$ cat config.mk
export PLATFORM = sky130hd
export DESIGN_NAME = pool_scheduler
export DESIGN_NICKNAME = d
export VERILOG_FILES = /design/src/rtl/cnn_pkg.sv /design/src/rtl/rr_arbiter.sv /design/src/rtl/pool_scheduler.sv
export SDC_FILE = /design/constraint.sdc
export NUM_CORES = 1
export LEC_CHECK = 0
export CAP_MARGIN = 20
export CORE_MARGIN = 5
export CORE_UTILIZATION = 55
export DETAILED_ROUTE_END_ITERATION = 8
export HOLD_SLACK_MARGIN = 0.15
export PLACE_DENSITY = 0.79
export SLEW_MARGIN = 20
export SYNTH_ARGS = -nofsm -noshare
export SYNTH_HDL_FRONTEND = slang
export SYNTH_SLANG_ARGS = --single-unit
export TNS_END_PERCENT = 10
$ cat constraint.sdc
create_clock -name clk -period 2.4 [get_ports clk]
set_input_delay 0.48 -clock clk [delete_from_list [all_inputs] [get_ports clk]]
set_output_delay 0.48 -clock clk [all_outputs]
set_load 0.05 [all_outputs]
$ cat src/rtl/cnn_pkg.sv
// -----------------------------------------------------------------------------
// cnn_pkg
// Shared definitions for the pooling-unit scheduler:
//   - DEF_NUM_REQ / DEF_TIMEOUT : default core count and RUN-cycle budget
//   - CNT_W                     : width of the RUN timeout counter (TIMEOUT <= 65535)
//   - state_e                   : scheduler FSM state encoding
//   - idx_width()               : binary index width for a given core count
// -----------------------------------------------------------------------------
package cnn_pkg;

  localparam int DEF_NUM_REQ = 4;
  localparam int DEF_TIMEOUT = 255;
  localparam int CNT_W       = 16;

  typedef enum logic [2:0] {
    ST_IDLE      = 3'd0,
    ST_START     = 3'd1,
    ST_RUN       = 3'd2,
    ST_RESP      = 3'd3,
    ST_DONE_WAIT = 3'd4
  } state_e;

  // Width of a binary index able to name every one of n requesters.
  function automatic int idx_width(input int n);
    return (n <= 2) ? 1 : $clog2(n);
  endfunction

endpackage

$ cat src/rtl/rr_arbiter.sv
// -----------------------------------------------------------------------------
// rr_arbiter
// Purely combinational round-robin picker. The search starts at index ptr and
// wraps modulo NUM_REQ; the first set request bit found wins.
// Ports:
//   req     in  NUM_REQ  request vector
//   ptr     in  IDX_W    index with highest priority this round (< NUM_REQ)
//   win     out NUM_REQ  one-hot winner (zero when no request)
//   win_idx out IDX_W    binary index of the winner (zero when no request)
//   valid   out 1        at least one request is set
// -----------------------------------------------------------------------------
module rr_arbiter #(
  parameter int NUM_REQ = 4,
  parameter int IDX_W   = 2
) (
  input  logic [NUM_REQ-1:0] req,
  input  logic [IDX_W-1:0]   ptr,
  output logic [NUM_REQ-1:0] win,
  output logic [IDX_W-1:0]   win_idx,
  output logic               valid
);

  // One extra bit so ptr + offset cannot overflow before the wrap.
  localparam logic [IDX_W:0] NUM_REQ_W = (IDX_W+1)'(NUM_REQ);

  logic [IDX_W:0]   sum;
  logic [IDX_W-1:0] cand;

  // NOTE: every signal written here gets a default at the top of the block,
  // so no path leaves a value unassigned and no latch is inferred.
  always_comb begin
    win     = '0;
    win_idx = '0;
    valid   = 1'b0;
    sum     = '0;
    cand    = '0;
    for (int i = 0; i < NUM_REQ; i++) begin
      // ptr and i are both below NUM_REQ, so one subtraction completes the wrap.
      sum = {1'b0, ptr} + (IDX_W+1)'(i);
      if (sum >= NUM_REQ_W) sum = sum - NUM_REQ_W;
      cand = sum[IDX_W-1:0];
      if (!valid && req[cand]) begin
        valid   = 1'b1;
        win_idx = cand;
      end
    end
    if (valid) win[win_idx] = 1'b1;
  end

endmodule

$ cat src/rtl/pool_scheduler.sv
// -----------------------------------------------------------------------------
// pool_scheduler
// Shares one pooling unit between NUM_REQ cores. An idle scheduler grants the
// round-robin winner, pulses pool_start, waits for pool_done (or aborts after
// TIMEOUT RUN cycles), answers the owner with ack or err, and then waits for
// pool_done to fall before arbitrating again. All outputs are registered.
// Ports:
//   clk        in  1        rising-edge clock
//   rst        in  1        asynchronous reset, active low
//   req        in  NUM_REQ  per-core level request, held until ack/err
//   gnt        out NUM_REQ  one-hot owner of the pooling unit (or zero)
//   pool_sel   out IDX_W    binary index of the owner; holds when gnt is zero
//   pool_start out 1        one-cycle start pulse to the pooling unit
//   pool_done  in  1        completion level from the pooling unit
//   ack        out NUM_REQ  one-cycle completion pulse to the owner
//   err        out NUM_REQ  one-cycle timeout pulse to the owner
//   busy       out 1        scheduler is not IDLE
// -----------------------------------------------------------------------------
module pool_scheduler
  import cnn_pkg::*;
#(
  parameter int NUM_REQ = DEF_NUM_REQ,
  parameter int TIMEOUT = DEF_TIMEOUT,
  parameter int IDX_W   = idx_width(NUM_REQ)
) (
  input  logic               clk,
  input  logic               rst,
  input  logic [NUM_REQ-1:0] req,
  output logic [NUM_REQ-1:0] gnt,
  output logic [IDX_W-1:0]   pool_sel,
  output logic               pool_start,
  input  logic               pool_done,
  output logic [NUM_REQ-1:0] ack,
  output logic [NUM_REQ-1:0] err,
  output logic               busy
);

  // The counter starts at 0 on RUN entry, so the last allowed RUN cycle is
  // the one where it reads TIMEOUT-1.
  localparam logic [CNT_W-1:0] TIMEOUT_M1 = CNT_W'(TIMEOUT - 1);
  localparam logic [IDX_W-1:0] LAST_IDX   = IDX_W'(NUM_REQ - 1);

  state_e             state, state_d;
  logic [IDX_W-1:0]   ptr, ptr_d;
  logic [CNT_W-1:0]   cnt, cnt_d;
  logic [NUM_REQ-1:0] gnt_d, ack_d, err_d;
  logic [IDX_W-1:0]   sel_d;
  logic               start_d, busy_d;

  logic [NUM_REQ-1:0] arb_win;
  logic [IDX_W-1:0]   arb_idx;
  logic               arb_valid;

  rr_arbiter #(
    .NUM_REQ (NUM_REQ),
    .IDX_W   (IDX_W)
  ) u_arb (
    .req     (req),
    .ptr     (ptr),
    .win     (arb_win),
    .win_idx (arb_idx),
    .valid   (arb_valid)
  );

  // Next-state and next-output logic. Outputs are computed here one cycle
  // early and registered below, so every port comes straight from a flop.
  always_comb begin
    state_d = state;
    ptr_d   = ptr;
    cnt_d   = cnt;
    gnt_d   = gnt;
    sel_d   = pool_sel;
    start_d = 1'b0;
    ack_d   = '0;
    err_d   = '0;

    case (state)
      ST_IDLE: begin
        // pool_done is deliberately not looked at here.
        if (arb_valid) begin
          state_d = ST_START;
          gnt_d   = arb_win;
          sel_d   = arb_idx;
          start_d = 1'b1;
        end
      end

      ST_START: begin
        state_d = ST_RUN;
        cnt_d   = '0;
      end

      ST_RUN: begin
        // Done is tested first so it wins over a coinciding timeout. The
        // owner's req is not consulted: a dropped request still gets answered.
        if (pool_done) begin
          state_d = ST_RESP;
          ack_d   = gnt;
        end else if (cnt == TIMEOUT_M1) begin
          state_d = ST_RESP;
          err_d   = gnt;
        end else begin
          cnt_d = cnt + 1'b1;
        end
      end

      ST_RESP: begin
        state_d = ST_DONE_WAIT;
        gnt_d   = '0;
        ptr_d   = (pool_sel == LAST_IDX) ? '0 : pool_sel + 1'b1;
      end

      ST_DONE_WAIT: begin
        // A done level left over from this job must not reach the next RUN.
        if (!pool_done) state_d = ST_IDLE;
      end

      default: begin
        state_d = ST_IDLE;
        gnt_d   = '0;
      end
    endcase

    busy_d = (state_d != ST_IDLE);
  end

  // NOTE: state is updated with non-blocking assignments so every flop
  // samples the pre-edge values regardless of statement order.
  always_ff @(posedge clk or negedge rst) begin
    if (!rst) begin
      state      <= ST_IDLE;
      ptr        <= '0;
      cnt        <= '0;
      gnt        <= '0;
      pool_sel   <= '0;
      pool_start <= 1'b0;
      ack        <= '0;
      err        <= '0;
      busy       <= 1'b0;
    end else begin
      state      <= state_d;
      ptr        <= ptr_d;
      cnt        <= cnt_d;
      gnt        <= gnt_d;
      pool_sel   <= sel_d;
      pool_start <= start_d;
      ack        <= ack_d;
      err        <= err_d;
      busy       <= busy_d;
    end
  end

endmodule
; Word-level counts from Yosys, hierarchy flattened
; Index checks and enable logic that the tools add are counted.
[word_totals]
in_bits = 7
output_inout_bits = 16
ff_bits = 37
elab_cells = 92
[op_classes]
addsub = 9
reduce_logical = 14
n_lt_le_gt_ge = 10
eq_ne = 9
muxes = 40
bitwise = 1
[ops]
columns = cell, n
row1 = 16-bit 2-to-1 mux, 2
row2 = 16-bit one-hot mux with 2 select lines, 1
row3 = 4-bit 2-to-1 mux, 6
row4 = 2-bit 2-to-1 mux, 9
row5 = "16-bit by 1-bit adder with 16-bit output, second input constant", 1
row6 = "16-bit by 8-bit == test with 1-bit output, second input constant", 1
row7 = "2-bit by 3-bit less-than comparator with 1-bit output, second input constant", 5
row8 = 3-bit one-hot mux with 5 select lines, 1
row9 = 3-bit 2-to-1 mux, 4
row10 = 1-bit 2-to-1 mux, 11
row11 = "3-bit greater-or-equal comparator, second input constant", 3
row12 = 1-bit binary-select mux with 2-bit select, 4
row13 = 4-bit one-hot mux with 2 select lines, 1
row14 = "2-bit by 1-bit subtractor with 2-bit output, second input constant", 4
row15 = "2-bit by 2-bit adder with 3-bit output, second input constant", 2
row16 = "3-bit by 2-bit == test with 1-bit output, second input constant", 2
row17 = "2-bit inequality test, second input constant", 3
row18 = 1-bit logical AND, 4
row19 = 2-bit AND reduction, 2
row20 = "2-bit by 1-bit adder with 3-bit output, second input constant", 1
row21 = "3-bit by 1-bit == test with 1-bit output, second input constant", 1
row22 = "3-bit == test, second input constant", 1
row23 = "2-bit by 3-bit greater-or-equal comparator with 1-bit output, second input constant", 1
row24 = 1-bit logical NOT, 3
row25 = other kinds (10), 10

; Longest topological paths before layout
; Gate-level depths: netlist of run 1.
[logic_depth]
word_depth = 20
depth_mapped = 7
depth_no_buf = 6

; Modules after synthesis
; Synthesis of run 1 repeated with hierarchy kept, for this count alone.
[hier_totals]
cells_unflattened = 202
area_unflattened_um2 = 2018.2
[by_module_without_submodules]
columns = mod, seq_area_each_um2, area_per_inst_um2, cells_per_inst, n_inst
row1 = pool_scheduler, 925.9, 1806.7, 169, 1
row2 = rr_arbiter, 0.0, 211.5, 33, 1

; Worst setup path before layout of run 1
; Ideal clock, no wire load.
[synth_path]
path_type = input port to flip-flop
start = in pool_done
end = reg cnt[11]
setup_ns = 0.078
arrival_ns = 1.730
setup_slack_ns = 0.592
path_stages = 4
n_path_buf = 1
required_time_ns = 2.322
cell_sequence = or4b_4 buf_6 or4_1 a21oi_1
[synth_via]
elab_chain_len = 2
[synth_lines]
columns = element, line
row1 = from (decl), pool_scheduler.sv:32  ; input logic pool_done,
row2 = 2-bit inequality test (no source line), -
row3 = 3-bit AND reduction (no source line), -
row4 = to (signal assigned), pool_scheduler.sv:143  ; cnt <= cnt_d;
row5 = to (decl), pool_scheduler.sv:45  ; logic [CNT_W-1:0] cnt, cnt_d;
; No other way between the ends.
; A chain may end at the register's enable or synchronous reset.

; Worst setup path in the final report of run 1
[layout_path]
start = reg cnt[8]
end = reg cnt[7]
[layout_via]
elab_chain_len = 3
[layout_lines]
columns = element, line
row1 = 16-bit by 8-bit == test with 1-bit output, pool_scheduler.sv:99  ; end else if (cnt == TIMEOUT_M1) begin
row2 = 2-bit inequality test (no source line), -
row3 = 3-bit AND reduction (no source line), -
; No other way between the ends.

==> results of run 1 <==
-- power by group through the flow --
stage               Clock, W  Combinational, W  Sequential, W
finish              0.000439           0.00102       0.000872
global route        0.000483           0.00112       0.000886
global placement           0          0.000995       0.000865
detailed placement         0           0.00102       0.000879
CTS                 0.000450           0.00103       0.000868
floorplan                  0          0.000553        0.00102
-- through the flow --
| step | hold WS [ps] | cells | power, W | instance area (sq um) | util, % |
|---|---|---|---|---|---|
| 2_1_floorplan | 184.4 | 192 | 0.001574 | 1921 | - |
| 3_3_place_gp | 521.9 | 259 | 0.001859 | 2213 | 65.81 |
| 3_5_place_dp | 527.7 | 259 | 0.001902 | 2213 | 65.81 |
| 4_1_cts | 531.9 | 267 | 0.002347 | 2297 | 68.30 |
| 5_1_grt | 559.6 | 267 | 0.002489 | 2297 | 68.30 |
| 6_report | 526.4 | 267 | 0.002336 | 2297 | 68.30 |
-- per-layer routing --
metal	GRT usage, %	up-vias
met2	32.52	70
met4	9.544	0
met5	0	-
li1	-	788
met3	4.651	8
met1	24.86	818
-- sequential cells by signal, indices dropped and copies added (netlist names) --
name,flops
ack,4
gnt,4
err,4
cnt,16
state,3
busy,1
pool_start,1
pool_sel,2
ptr,2
-- cell type report --
type	count	area (sq um)
Fill cell	289	1066
Multi-Input combinational cell	141	930.9
Sequential cell	37	925.9
Timing Repair Buffer	30	280.3
Tap cell	46	57.56
Clock inverter	3	46.29
Clock buffer	5	37.54
Inverter	5	18.77
-- cells by family (layout without fill, tap and decap cells) --
logic type | count (synthesis) | count (layout) | synth area share (%)
multiplexers | 8 | 8 | 4.365
flip-flops | 37 | 37 | 48.21
adder cells (fa/ha/maj) | 3 | 3 | 1.955
AO/OA/AOI/OAI | 41 | 41 | 14.46
buffers and inverters | 14 | 43 | 3.322
AND/OR/NAND/NOR | 89 | 89 | 27.69
-- cell usage after synthesis, drive strengths merged (2+ instances only) --
master | number | area, sq um
nor2 | 8 | 30.03
buf | 5 | 30.02
and4 | 4 | 35.03
a21oi | 13 | 65.06
nor4 | 4 | 40.04
ha | 3 | 37.54
or3 | 5 | 31.28
nand2b | 3 | 18.77
dfrtp | 37 | 925.9
mux2 | 3 | 33.78
nor3 | 6 | 30.03
or4 | 4 | 30.03
inv | 5 | 18.77
o31ai | 4 | 30.03
nand2 | 17 | 63.81
mux2i | 5 | 50.05
and2 | 6 | 37.54
nand4 | 6 | 37.54
o211ai | 2 | 15.01
nand3 | 10 | 50.05
clkbuf | 4 | 15.01
nor3b | 2 | 15.01
o21ai | 7 | 35.03
a32o | 4 | 40.04
and3 | 9 | 56.30
-- worst register-to-register path: stages, from the launching register on --
cell	delay, ps
dfrtp_1	460
nor4_1	570
and4_1	620
nor3_1	150
mux2i_1	200
-- worst min path at each step --
stage	slack [ps]	cells after the start	endpoint	start
2_1_floorplan	180	0	ack[0]	rst
5_1_grt	560	2	ack[2]	rst
6_report	530	2	cnt[5]	rst
4_1_cts	530	2	gnt[0]	rst
3_3_place_gp	520	1	pool_sel[1]	pool_sel[1]
3_5_place_dp	530	1	pool_sel[1]	pool_sel[1]
==> flow_summary.yaml, run 1 <==
layout:
  final_common_cell: "dfrtp_1"
  layout_common_cells: "37 x dfrtp_1, 22 x clkdlybuf4s50_1, 17 x nand2_1"
  area_growth_pct: 19.61
  antennaDiodeCount: 0
  drive_above_1_share_pct: 10.41
  nets: 230
setup_path:
  cp-end-kind: "register"
  crit_family: "simple AND/OR/NAND/NOR gates"
  cp.required_ps: 2670
  r2r_cells: 4
  path_depth: 4
  cp-endpoint: "cnt[7]"
  path_max_fanout: 15
  cp_slowest_stage_delay_ps: 620
  worstPathCellList: "nor4_1, and4_1, nor3_1, mux2i_1"
  cp_slowest_cell: "and4_1"
  arrival_ps: 2340
  r2r-start: "cnt[8]"
  path_buf_inv: 0
  setup.worst_path.start: "cnt[8]"
  r2r_slack_ps: 330
  r2r_end: "cnt[7]"
  start_kind: "register"
  crit_type: "register to register"
clock_network:
  cts_tree: "done"
  clock-sinks: 37
  insertion_delay_ps: 350
  ctsHoldBuffers: 0
  path_clk_slew_ps: 120
  post_cts_resized: 0
  clockBufferDepth: 2
  h-tree-depth: 2
  cts_buffers: 5
  post_cts_buffers: 0
  cts_root_buf: "clkbuf_4"
placed_design:
  gp_congestion: 0.9171
  hpwl_microns: 3241
  dp_worst_setup_slack_ps: 26.11
  port_buffers: 22
routing:
  routed-wl-met3_microns: 347
  viasPerCell: 6.307
  dr.pass1.iters: 4
  final_antenna_net_count: 0
  vias: 1684
  drc_errors: 0
  routed_wl_microns: 4483
  dr_wl_met2_microns: 2262
  wire_per_inst_microns: 16.79
  drt-met1-wl_microns: 1804
  drt_iter0_markers: 135
  routed.top_layer: "met4"
power_and_ir_drop:
  leakage_nw: 0.9951
  power.density_nw_per_um2: 1017
  intPower_w: 0.001353
  p_seq_share_pct: 37.3
  combPwrFrac_pct: 43.9
  vdd_drop_max_v: 0.0008446
  swShare_pct: 42.09
  p_sw_w: 0.0009834
  clkPwrFrac_pct: 18.8
logic_synthesis:
  syn_area_sq_um: 1921
  yosys_warnings: 0
  synth-main-ff-cell: "dfrtp_1"
  synth_cell_types: 45
  post_synth.cell_area_avg_sq_um: 10.00
  synth_edf_count: 0
  syn_inst: 192
  synth_fp_nets: 202
  yosysSeqAreaShare_pct: 48.21
  ys_seq_elements: 37
  synthArstFlopShare_pct: 100.0
outcome:
  status: "complete, no violations"
sta:
  hold_viol: 0
  final.setup.worst_slack_ps: 331.9
  worst_slew_pin_slew_ps: 599.9
  period_minus_slack_ps: 2068
  finalSetupViolCount: 0
  layout_worst_path_cycle_share_pct: 86.17
  tns_ps: 0
  max_freq_ghz: 0.4835
  slew_violations: 0
  rsz0062_at_grt: "false"
  relSlewSlack_pct: 59.64
  finalClockSkew_ps: 3.484
job:
  maxCapViolCount: 0
worst_hold_path:
  min_path_type: "input port to asynchronous set/reset pin"
global_route:
  grt_pass1_wl_microns: 7714
  grt_max_degree: 38
  grt_usage_pct: 19.96
  antenna_found_initial: 0
  grt-ovfl-total: 0
  grt_pass1_vias: 1661
floorplan:
  pin_count: 23
  rows: 21
  dieArea_sq_um: 4774
  die_y_microns: 69.10
  die_x_microns: 69.10
  core_area_sq_um: 3363
  initial_core_util_pct: 57.11
Note: power is estimated with default switching activity, not from simulation.
==> inputs of run 2 (changes only) <==
--- a/config.mk
+++ b/config.mk
@@ -6,11 +6,14 @@
 export NUM_CORES = 1
 export LEC_CHECK = 0
 export CAP_MARGIN = 20
+export CELL_PAD_IN_SITES_DETAIL_PLACEMENT = 2
+export CELL_PAD_IN_SITES_GLOBAL_PLACEMENT = 2
 export CORE_MARGIN = 5
-export CORE_UTILIZATION = 55
+export CORE_UTILIZATION = 35
 export DETAILED_ROUTE_END_ITERATION = 8
+export GPL_TIMING_DRIVEN = 0
 export HOLD_SLACK_MARGIN = 0.15
-export PLACE_DENSITY = 0.79
+export PLACE_DENSITY_LB_ADDON = 0.1
 export SLEW_MARGIN = 20
 export SYNTH_ARGS = -nofsm -noshare
 export SYNTH_HDL_FRONTEND = slang
==> run 2 against run 1 <==
Sequential share of layout area decreased by 1.1 points. Critical path depth increased by 1. Via count increased by 0.65%. Routed wire length increased by 30%. Flip-flop and latch count unchanged. Critical endpoint is now cnt[15]. Largest cell class unchanged.
==> flow_summary.yaml, run 2 (synthesized netlist as in run 1, its figures left out) <==
outcome:
  status: "complete, no violations"
sta:
  slew_violations: 0
  finalClockSkew_ps: 8.809
  rsz0062_at_grt: "false"
  hold_viol: 0
  relSlewSlack_pct: 55.28
  worst_slew_pin_slew_ps: 664.6
  period_minus_slack_ps: 2202
  finalSetupViolCount: 0
  max_freq_ghz: 0.4541
  layout_worst_path_cycle_share_pct: 91.76
floorplan:
  pin_count: 23
  rows: 27
  die_y_microns: 84.08
  initial_core_util_pct: 35.53
  die_x_microns: 84.08
  core_area_sq_um: 5405
  dieArea_sq_um: 7069
power_and_ir_drop:
  leakage_nw: 1.008
  p_total_w: 0.002447
  vdd_drop_max_v: 0.0004830
  power.density_nw_per_um2: 1037
setup_path:
  cp.required_ps: 2600
  r2r_end: "cnt[15]"
  cp_slowest_stage_delay_ps: 600
  cp_slowest_cell: "nor3b_1"
  r2r_slack_ps: 200
  crit_type: "register to register"
  path_max_fanout: 10
  worstPathCellList: "buf_1, nor3b_1, o2111ai_1, or3_1, a21oi_1"
  arrival_ps: 2410
  r2r-start: "state[2]"
  r2r_cells: 5
  cp-end-kind: "register"
  start_kind: "register"
clock_network:
  clock-sinks: 37
  h-tree-depth: 2
  clockBufferDepth: 2
  path_clk_slew_ps: 70
  cts_tree: "done"
  cts_buffers: 5
  insertion_delay_ps: 290
  post_cts_resized: 0
  cts_root_buf: "clkbuf_8"
placed_design:
  hpwl_microns: 4339
  dp.cells: 287
  gp_congestion: 0.8304
  placed_cell_area_sq_um: 2246
  port_buffers: 22
layout:
  top_register: "cnt"
  multi_input_area_sq_um: 930.9
  stdcell_count: 295
  largest_register_ffs: 16
  layout_common_cells: "37 x dfrtp_1, 21 x clkdlybuf4s50_1, 17 x nand2_1"
  area_growth_pct: 22.87
  final_common_cell: "dfrtp_1"
  final_area_sq_um: 2360
  final-seq-area_sq_um: 925.9
  fill_cells: 604
  drive_above_1_share_pct: 8.969
  post-route-util_pct: 43.66
  antennaDiodeCount: 0
  nets: 233
worst_hold_path:
  hold_end: "err[0]"
  whs_path_depth: 1
  hp-start: "gnt[0]"
  min_path_type: "register to register"
job:
  maxCapViolCount: 0
global_route:
  grt_pass1_vias: 1944
  grt_max_degree: 28
  grt-ovfl-total: 0
  grt_usage_pct: 17.65
  grtUsageMet1_pct: 18.92
  antenna_found_initial: 0
  grt_util_met2_pct: 33.14
  grt_pass1_wl_microns: 9929
  gr-usage-met3_pct: 3.653
  busiest_layer: "met2"
routing:
  wire_per_inst_microns: 19.81
  drc_errors: 0
  final_antenna_net_count: 0
  routed_wl_microns: 5843
  drt_iter0_markers: 38
  vias: 1695
  dr.pass1.iters: 4
  viasPerCell: 5.746
[run 2: cell count changes in the layout (fill, tap and decap cells not counted), sizes merged]
cell	delta
clkbuf	+4
buf	-1
clkdlybuf4s50	-1
clkinvlp	-1
dlygate4sd3	+1
[run 2: cell type report]
type | count | area share (%)
Buffer | 9 | 1.909
Multi-Input combinational cell | 141 | 39.45
Clock inverter | 2 | 1.485
Clock buffer | 5 | 2.916
Inverter | 5 | 0.7953
Timing Repair Buffer | 24 | 10.39
Tap cell | 72 | 3.818
Sequential cell | 37 | 39.24
[run 2: how the worst max path moves through the flow]
stage                    from          to  cells after the start
floorplan           pool_done     cnt[11]                      4
global placement          rst  pool_start                      1
detailed placement  pool_done     cnt[15]                      5
CTS                  state[2]     cnt[15]                      5
global route         state[2]     cnt[10]                      5
finish               state[2]     cnt[15]                      5
[run 2: per-layer routing]
layer	vias up	wire, microns
li1	787	-
met1	870	2258
met2	24	3275
met3	14	136
met4	0	172
met5	-	0
[run 2: critical path: cells and delay by family (launching register included)]
family	cells	cell delay, ps
flip-flops	1	420
buffers and inverters	1	270
AND/OR/NAND/NOR	2	1010
AO/OA/AOI/OAI	2	420
[run 2: what timing repair did]
action,in CTS,in global routing
hold buffers,1,0
buffers inserted,0,0
endpoints found under the hold margin,10,0
[run 2: power breakdown]
part	internal, W	total [W]	switching [W]	leakage (nW)
combinational	0.000370	0.00109	0.000723	0.457
sequential	0.000742	0.000836	0.0000948	0.496
clock	0.000302	0.000517	0.000215	0.0540
[run 2: metrics by stage]
stage	setup TNS, ps	worst slack (ps)	hold slack, ps
2_1_floorplan	0	591.6	184.4
3_3_place_gp	-1837	-52.74	523.3
3_5_place_dp	-42.95	-34.12	386.5
4_1_cts	0	230.2	552.9
5_1_grt	0	80.65	577.6
6_report	0	197.7	544.8
